## src/rtl/mmio_responder_if.sv

```systemverilog
// Memory-stage request bus into the MMIO responder, with registered read data returned.
interface mmio_responder_if;
    logic        req_valid;
    logic        req_we;
    logic [31:0] req_addr;
    logic [3:0]  req_byte_we;
    logic [31:0] req_wdata;
    logic [31:0] rdata;

    modport master (
        output req_valid, req_we, req_addr, req_byte_we, req_wdata,
        input  rdata
    );

    modport slave (
        input  req_valid, req_we, req_addr, req_byte_we, req_wdata,
        output rdata
    );
endinterface

```

## src/rtl/mmio_responder.sv

```systemverilog
// MMIO peripheral block: UART transmitter fed by a byte FIFO, a 64-bit cycle counter with
// a snapshotting high word, and a byte-writable scratch register.
module mmio_responder #(
    parameter int CLKS_PER_BIT        = 104,
    parameter int FIFO_DEPTH          = 8,
    parameter int MMIO_ADDR_START_BIT = 16
) (
    input  logic              clk,
    input  logic              rst,
    input  logic              clk_enable,
    mmio_responder_if.slave   bus,
    output logic              uart_tx
);

    localparam int PTR_W = $clog2(FIFO_DEPTH);
    localparam int CNT_W = PTR_W + 1;
    localparam int CLK_W = $clog2(CLKS_PER_BIT);

    typedef enum logic [1:0] {IDLE, START, DATA, STOP} uart_state_t;

    uart_state_t state;
    logic [CLK_W-1:0] clk_cnt;
    logic [2:0]       bit_idx;
    logic [7:0]       shift_reg;

    logic [7:0]       fifo_mem [FIFO_DEPTH];
    logic [PTR_W-1:0] wr_ptr;
    logic [PTR_W-1:0] rd_ptr;
    logic [CNT_W-1:0] fifo_count;
    logic             overflow;

    logic [63:0] cycle_count;
    logic [31:0] cycle_hi_shadow;
    logic [31:0] scratch;
    logic [31:0] read_val;
    logic [31:0] count_ext;

    logic       accept;
    logic [2:0] word_off;
    logic       full;
    logic       empty;
    logic       push_req;
    logic       push_ok;
    logic       pop;
    logic       bit_done;
    logic       ov_clear;
    logic       addr_unused;

    assign accept      = clk_enable & bus.req_valid & bus.req_addr[MMIO_ADDR_START_BIT];
    assign word_off    = bus.req_addr[4:2];
    assign addr_unused = ^bus.req_addr;

    assign full     = (fifo_count == CNT_W'(FIFO_DEPTH));
    assign empty    = (fifo_count == '0);
    assign push_req = accept & bus.req_we & (word_off == 3'd0) & bus.req_byte_we[0];
    assign push_ok  = push_req & ~full;
    assign bit_done = (clk_cnt == CLK_W'(CLKS_PER_BIT - 1));
    // Popping at the end of STOP lets the next frame start without an idle cycle.
    assign pop      = ~empty & ((state == IDLE) | ((state == STOP) & bit_done));
    assign ov_clear = accept & bus.req_we & (word_off == 3'd1)
                    & bus.req_byte_we[0] & bus.req_wdata[3];

    assign count_ext = 32'(fifo_count);

    always_comb begin
        read_val = 32'd0;
        case (word_off)
            3'd1: read_val = {24'd0, count_ext[3:0], overflow, (state != IDLE), empty, full};
            3'd2: read_val = cycle_count[31:0];
            3'd3: read_val = cycle_hi_shadow;
            3'd4: read_val = scratch;
            default: read_val = 32'd0;
        endcase
    end

    always_ff @(posedge clk) begin
        if (push_ok) begin
            fifo_mem[wr_ptr] <= bus.req_wdata[7:0];
        end
    end

    always_ff @(posedge clk) begin
        if (rst) begin
            wr_ptr          <= '0;
            rd_ptr          <= '0;
            fifo_count      <= '0;
            overflow        <= 1'b0;
            cycle_count     <= 64'd0;
            cycle_hi_shadow <= 32'd0;
            scratch         <= 32'd0;
            bus.rdata       <= 32'd0;
        end else begin
            cycle_count <= cycle_count + 64'd1;
            if (push_ok) begin
                wr_ptr <= wr_ptr + 1'b1;
            end
            if (pop) begin
                rd_ptr <= rd_ptr + 1'b1;
            end
            case ({push_ok, pop})
                2'b10:   fifo_count <= fifo_count + 1'b1;
                2'b01:   fifo_count <= fifo_count - 1'b1;
                default: fifo_count <= fifo_count;
            endcase
            // A dropped push in the same cycle as a clear leaves overflow set.
            if (push_req & full) begin
                overflow <= 1'b1;
            end else if (ov_clear) begin
                overflow <= 1'b0;
            end
            if (accept & bus.req_we & (word_off == 3'd4)) begin
                for (int i = 0; i < 4; i++) begin
                    if (bus.req_byte_we[i]) begin
                        scratch[8*i +: 8] <= bus.req_wdata[8*i +: 8];
                    end
                end
            end
            if (accept & ~bus.req_we & (word_off == 3'd2)) begin
                cycle_hi_shadow <= cycle_count[63:32];
            end
            if (accept) begin
                bus.rdata <= bus.req_we ? 32'd0 : read_val;
            end
        end
    end

    always_ff @(posedge clk) begin
        if (rst) begin
            state     <= IDLE;
            uart_tx   <= 1'b1;
            clk_cnt   <= '0;
            bit_idx   <= 3'd0;
            shift_reg <= 8'd0;
        end else begin
            case (state)
                IDLE: begin
                    uart_tx <= 1'b1;
                    if (pop) begin
                        state     <= START;
                        shift_reg <= fifo_mem[rd_ptr];
                        uart_tx   <= 1'b0;
                        clk_cnt   <= '0;
                    end
                end
                START: begin
                    if (bit_done) begin
                        state   <= DATA;
                        clk_cnt <= '0;
                        bit_idx <= 3'd0;
                        uart_tx <= shift_reg[0];
                    end else begin
                        clk_cnt <= clk_cnt + 1'b1;
                    end
                end
                DATA: begin
                    if (bit_done) begin
                        clk_cnt <= '0;
                        if (bit_idx == 3'd7) begin
                            state   <= STOP;
                            uart_tx <= 1'b1;
                        end else begin
                            bit_idx   <= bit_idx + 1'b1;
                            shift_reg <= shift_reg >> 1;
                            uart_tx   <= shift_reg[1];
                        end
                    end else begin
                        clk_cnt <= clk_cnt + 1'b1;
                    end
                end
                STOP: begin
                    if (bit_done) begin
                        clk_cnt <= '0;
                        if (pop) begin
                            state     <= START;
                            shift_reg <= fifo_mem[rd_ptr];
                            uart_tx   <= 1'b0;
                        end else begin
                            state <= IDLE;
                        end
                    end else begin
                        clk_cnt <= clk_cnt + 1'b1;
                    end
                end
                default: begin
                    state   <= IDLE;
                    uart_tx <= 1'b1;
                end
            endcase
        end
    end

endmodule

```

## src/flat_wrapper.sv

```systemverilog
// flat-port wrapper written by rule: the top's interface ports become plain ports
module mmio_responder_flat 
#(
    parameter int CLKS_PER_BIT        = 104,
    parameter int FIFO_DEPTH          = 8,
    parameter int MMIO_ADDR_START_BIT = 16
)
  (clk, rst, clk_enable, uart_tx, bus_req_valid, bus_req_we, bus_req_addr, bus_req_byte_we, bus_req_wdata, bus_rdata);
  mmio_responder_if bus_i ();
  input  logic clk;
  input  logic rst;
  input  logic clk_enable;
  output logic uart_tx;
  input wire logic [$bits(bus_i.req_valid)-1:0] bus_req_valid;
  input wire logic [$bits(bus_i.req_we)-1:0] bus_req_we;
  input wire logic [$bits(bus_i.req_addr)-1:0] bus_req_addr;
  input wire logic [$bits(bus_i.req_byte_we)-1:0] bus_req_byte_we;
  input wire logic [$bits(bus_i.req_wdata)-1:0] bus_req_wdata;
  output wire logic [$bits(bus_i.rdata)-1:0] bus_rdata;
  assign bus_i.req_valid = bus_req_valid;
  assign bus_i.req_we = bus_req_we;
  assign bus_i.req_addr = bus_req_addr;
  assign bus_i.req_byte_we = bus_req_byte_we;
  assign bus_i.req_wdata = bus_req_wdata;
  assign bus_rdata = bus_i.rdata;
  mmio_responder #(.CLKS_PER_BIT(CLKS_PER_BIT), .FIFO_DEPTH(FIFO_DEPTH), .MMIO_ADDR_START_BIT(MMIO_ADDR_START_BIT)) u_core (.clk(clk), .rst(rst), .clk_enable(clk_enable), .bus(bus_i), .uart_tx(uart_tx));
endmodule
```

## config.mk

```make
export PLATFORM = sky130hd
export DESIGN_NAME = mmio_responder_flat
export DESIGN_NICKNAME = d
export VERILOG_FILES = /design/src/rtl/mmio_responder_if.sv /design/src/rtl/mmio_responder.sv /design/src/flat_wrapper.sv
export SDC_FILE = /design/constraint.sdc
export NUM_CORES = 1
export LEC_CHECK = 0
export ABC_CLOCK_PERIOD_IN_PS = 6750
export CAP_MARGIN = 10
export CORE_MARGIN = 10
export CORE_UTILIZATION = 55
export CTS_BUF_LIST = sky130_fd_sc_hd__clkbuf_4 sky130_fd_sc_hd__clkbuf_8
export DETAILED_ROUTE_END_ITERATION = 10
export PLACE_DENSITY = 0.75
export SYNTH_ARGS = -nofsm -noshare
export SYNTH_HDL_FRONTEND = slang
export SYNTH_SLANG_ARGS = --single-unit
```

## constraint.sdc

```tcl
create_clock -name clk -period 6.75 [get_ports clk]
set_input_delay 1.35 -clock clk [delete_from_list [all_inputs] [get_ports clk]]
set_output_delay 1.35 -clock clk [all_outputs]
set_load 0.02 [all_outputs]
```

==> results.md <==
Run status:
- The run finished with clean final reports.

Power and ir drop:
- After layout, the design draws a total of 3.47 mW.
- The worst voltage drop across the vdd grid is 0.000154 V.
- In this run the power density over the cells is 265 nW/um2.
- The analysis attributes to cell leakage a power of 4.61 nW.

Final layout:
- After the last flow step, the layout net total stands at 1292.
- The library cells used most frequently in the layout, excluding fill and tap cells, are sky130_fd_sc_hd__dfxtp_1 (195), sky130_fd_sc_hd__nor2_1 (132), sky130_fd_sc_hd__nand2_1 (105), sky130_fd_sc_hd__a21oi_1 (85), sky130_fd_sc_hd__clkdlybuf4s50_1 (75).
- The library cell used most frequently in the layout, excluding fill and tap cells, is sky130_fd_sc_hd__dfxtp_1.
- The number of antenna diodes in the final layout is 0.
- The largest registers in the layout are u_core.cycle_count (64), u_core.fifo_mem (64).
- The final instance area is 13100 um2.
- Cells with a size suffix above 1 make up 9.56% of the layout.
- Relative to the synthesized area, the layout overhead comes to 16.2%.

Detailed routing:
- The DRC violation count after routing is 0.
- The number of DRC violations after detailed-routing iteration 0 is 658.
- The detail route stage leaves a number of antenna-violating nets equal to 0.
- The wire length reported by the detailed router is 27500 um.
- The post-detailed-route wirelength per cell is 18.3 um.
- The detailed router placed 8775 vias in this run.
- The via count normalized by instance count is 5.83.
- The first detailed-routing pass ran for 5 iterations.

Floorplanning:
- The area enclosed by the die boundary is 26600 um2.
- The height of the die is 163 um.
- The standard cell core area is 20200 um2.
- The number of core rows is 52.
- The width of the die is 163 um.
- During I/O placement, the number of pins put on the boundary was 106.
- The initial utilization of the core area, before any placement, comes to 55.9%.

STA:
- The largest clock skew in the final design is 0.0179 ns.
- Setup violations remaining at the end of the flow were counted as 0.
- The final max-slew violation count came to 0.
- The worst path needs 4.17 ns of the cycle, external delays included.
- The summed negative setup slack over all endpoints is 0 ns.
- At the pin with the least slew margin, the transition time is 1.07 ns.
- The headroom to the max-slew limit is 28.4%.
- The final hold violation count was 0.
- The worst setup margin is 2.58 ns.
- The maximum clock frequency is 240 MHz.
- Setup repair after global routing left no endpoint under its margin.
- The fraction of the cycle the final worst path needs is 61.8%.

Placement:
- Summed over all nets, the half-perimeter wirelength after detailed placement is 18400 um.
- Prior to clock tree synthesis, the placed netlist has a worst setup slack of 2.03 ns.
- The congestion estimate from routability-driven global placement came to 0.837.
- The standard cell area after detailed placement is 12200 um2.
- Buffers placed on the I/O ports in this run total 77.

Global routing:
- The initial antenna violation count is 1.
- The total global-route track usage is 20.2%.
- Entering global routing, the biggest net connects 123 pins.
- The number of global-route vias before repair is 8304.
- The first-pass GRT wire length is 43900 um.
- The total congestion overflow after global routing is 0.

Clock tree:
- Counting the buffers created by CTS gives 42.
- The CTS tree is yes.
- The level count of the clock H-tree is 2.
- The worst-case clock buffer depth is 3.
- In this run the post-CTS setup repair buffer count came out at 0.
- Clock tree synthesis found a total of 259 sinks.
- In this run, post-CTS hold repair placed 0 buffers.
- The clock-pin slew on the worst setup and hold paths is 0.06 ns.
- The root buffer selected by CTS is sky130_fd_sc_hd__clkbuf_8.
- Gates resized during post-CTS repair numbered 0.
- The clock reaches the later pin of the worst-skew pair after 0.55 ns.

Worst setup path:
- The arrival time of data at the critical path endpoint is 4.33 ns.
- The worst setup path is of the input pin to flip-flop kind.
- The kind of start point of the critical path is an input pin.
- The largest fanout on the critical path is 14.
- The element type at the critical path end is a flip-flop.
- The required arrival time at the worst endpoint is 6.91 ns.

Logic synthesis:
- Sorting the synthesized cells by area gives the leading types as sky130_fd_sc_hd__dfxtp_1 (35%), sky130_fd_sc_hd__edfxtp_1 (17%), sky130_fd_sc_hd__mux2i_1 (6.5%).
- In this run the cell area of the synthesized design comes to 11300 um2.
- The number of instances in the synthesized netlist is 1144.
- Among all flip-flop cells after synthesis, the most frequent one is sky130_fd_sc_hd__dfxtp_1.
- The synthesized netlist net count is 1231.
- In this run the biggest area consumer among cell types represents 34.6% of the synthesized area.
- The synthesized design contains 259 register bits.
- For this run, asynchronously set or reset flops after synthesis account for 0%.
- The count of synthesis-stage warnings from yosys is 0.
- The largest total area in the synthesized netlist belongs to sky130_fd_sc_hd__dfxtp_1.
- After synthesis, the netlist uses 58 different library cells.
- Of the synthesized area, sequential elements account for 51.7%.
- In this run, synthesis inferred 64 flip-flops with an integrated enable.
- The synthesized area per cell is 9.85 um2.

Flow run:
- The max-cap check violation count is 0.

Min path:
- The min-delay analysis places its worst path in the category flip-flop to flip-flop.
[through the flow]
| stage | utilization, % | cells | hold slack (ns) |
|---|---|---|---|
| after global routing | 64.9 | 1504 | 0.477 |
| after global placement | 60.5 | 1431 | 0.443 |
| after CTS | 64.9 | 1504 | 0.460 |
| after detailed placement | 60.5 | 1431 | 0.451 |
| after floorplan | - | 1144 | 0.429 |
| final | 64.9 | 1504 | 0.457 |
[per-layer routing]
layer  global-route usage, %  routed length (um)
met1                    26.0               11800
met2                    33.8               13600
met3                    3.88                1650
met4                    5.78                 430
met5                       0                  13
[cells in the mapped netlist, types with 5 or more instances]
library cell                 n
sky130_fd_sc_hd__a21oi_1    85
sky130_fd_sc_hd__a22o_1      8
sky130_fd_sc_hd__a22oi_1    38
sky130_fd_sc_hd__and3_1     17
sky130_fd_sc_hd__and4_1      7
sky130_fd_sc_hd__buf_1       5
sky130_fd_sc_hd__clkbuf_1   64
sky130_fd_sc_hd__dfxtp_1   195
sky130_fd_sc_hd__edfxtp_1   64
sky130_fd_sc_hd__ha_1       14
sky130_fd_sc_hd__inv_1      12
sky130_fd_sc_hd__mux2i_1    73
sky130_fd_sc_hd__mux4_2     16
sky130_fd_sc_hd__nand2_1   105
sky130_fd_sc_hd__nand2b_1    8
sky130_fd_sc_hd__nand3_1    55
sky130_fd_sc_hd__nand3b_1    7
sky130_fd_sc_hd__nand4_1    23
sky130_fd_sc_hd__nor2_1    132
sky130_fd_sc_hd__nor2b_1     5
sky130_fd_sc_hd__nor3_1     10
sky130_fd_sc_hd__o21ai_0    62
sky130_fd_sc_hd__o22ai_1     7
sky130_fd_sc_hd__o31ai_1    10
sky130_fd_sc_hd__or3_1      19
sky130_fd_sc_hd__or4_1      11
sky130_fd_sc_hd__xnor2_1    14
sky130_fd_sc_hd__xor2_1     26
[area by class of cell]
class                      count  area, um2
fill                        1673       7080
sequential                   259       5830
multi-input combinational    802       5140
timing repair buffer          88        850
clock buffer                  67        835
tap                          270        338
clock inverter                 6       55.1
inverter                      12       45.0
[final timing paths]
path	from	end	slack, ns	cells after the start
worst max-delay path	bus_req_addr[3]	u_core.fifo_mem[7][5]	2.58	5
worst min-delay path	u_core.bit_idx[1]	u_core.bit_idx[1]	0.46	2
worst max register to register	u_core.clk_cnt[2]	u_core.fifo_count[2]	3.69	10
worst min register to register	u_core.bit_idx[1]	u_core.bit_idx[1]	0.46	2
[critical path: stages]
cell and delay (ns):
sky130_fd_sc_hd__clkdlybuf4s50_1 0.66, sky130_fd_sc_hd__or3b_2 0.58, sky130_fd_sc_hd__or4_1 0.64, sky130_fd_sc_hd__or2_2 0.37, sky130_fd_sc_hd__nor2_1 0.71
[cell families after synthesis]
logic type	Yosys count	share of synthesized area (%)
mux	89	9.68
xor+xnor	40	3.11
buf+inv	83	2.84
fa+ha+maj	14	1.55
compound gates	231	12.3
flops	259	51.7
simple gates	428	18.9
[where the power goes]
part | total (mW) | internal [mW] | switching [mW] | leakage (nW)
Clock | 1.42 | 0.818 | 0.598 | 0.471
Combinational | 0.397 | 0.166 | 0.231 | 1.99
Sequential | 1.66 | 1.62 | 0.0405 | 2.15
Total | 3.47 | 2.60 | 0.870 | 4.61
(Power assumes the default switching activity.)
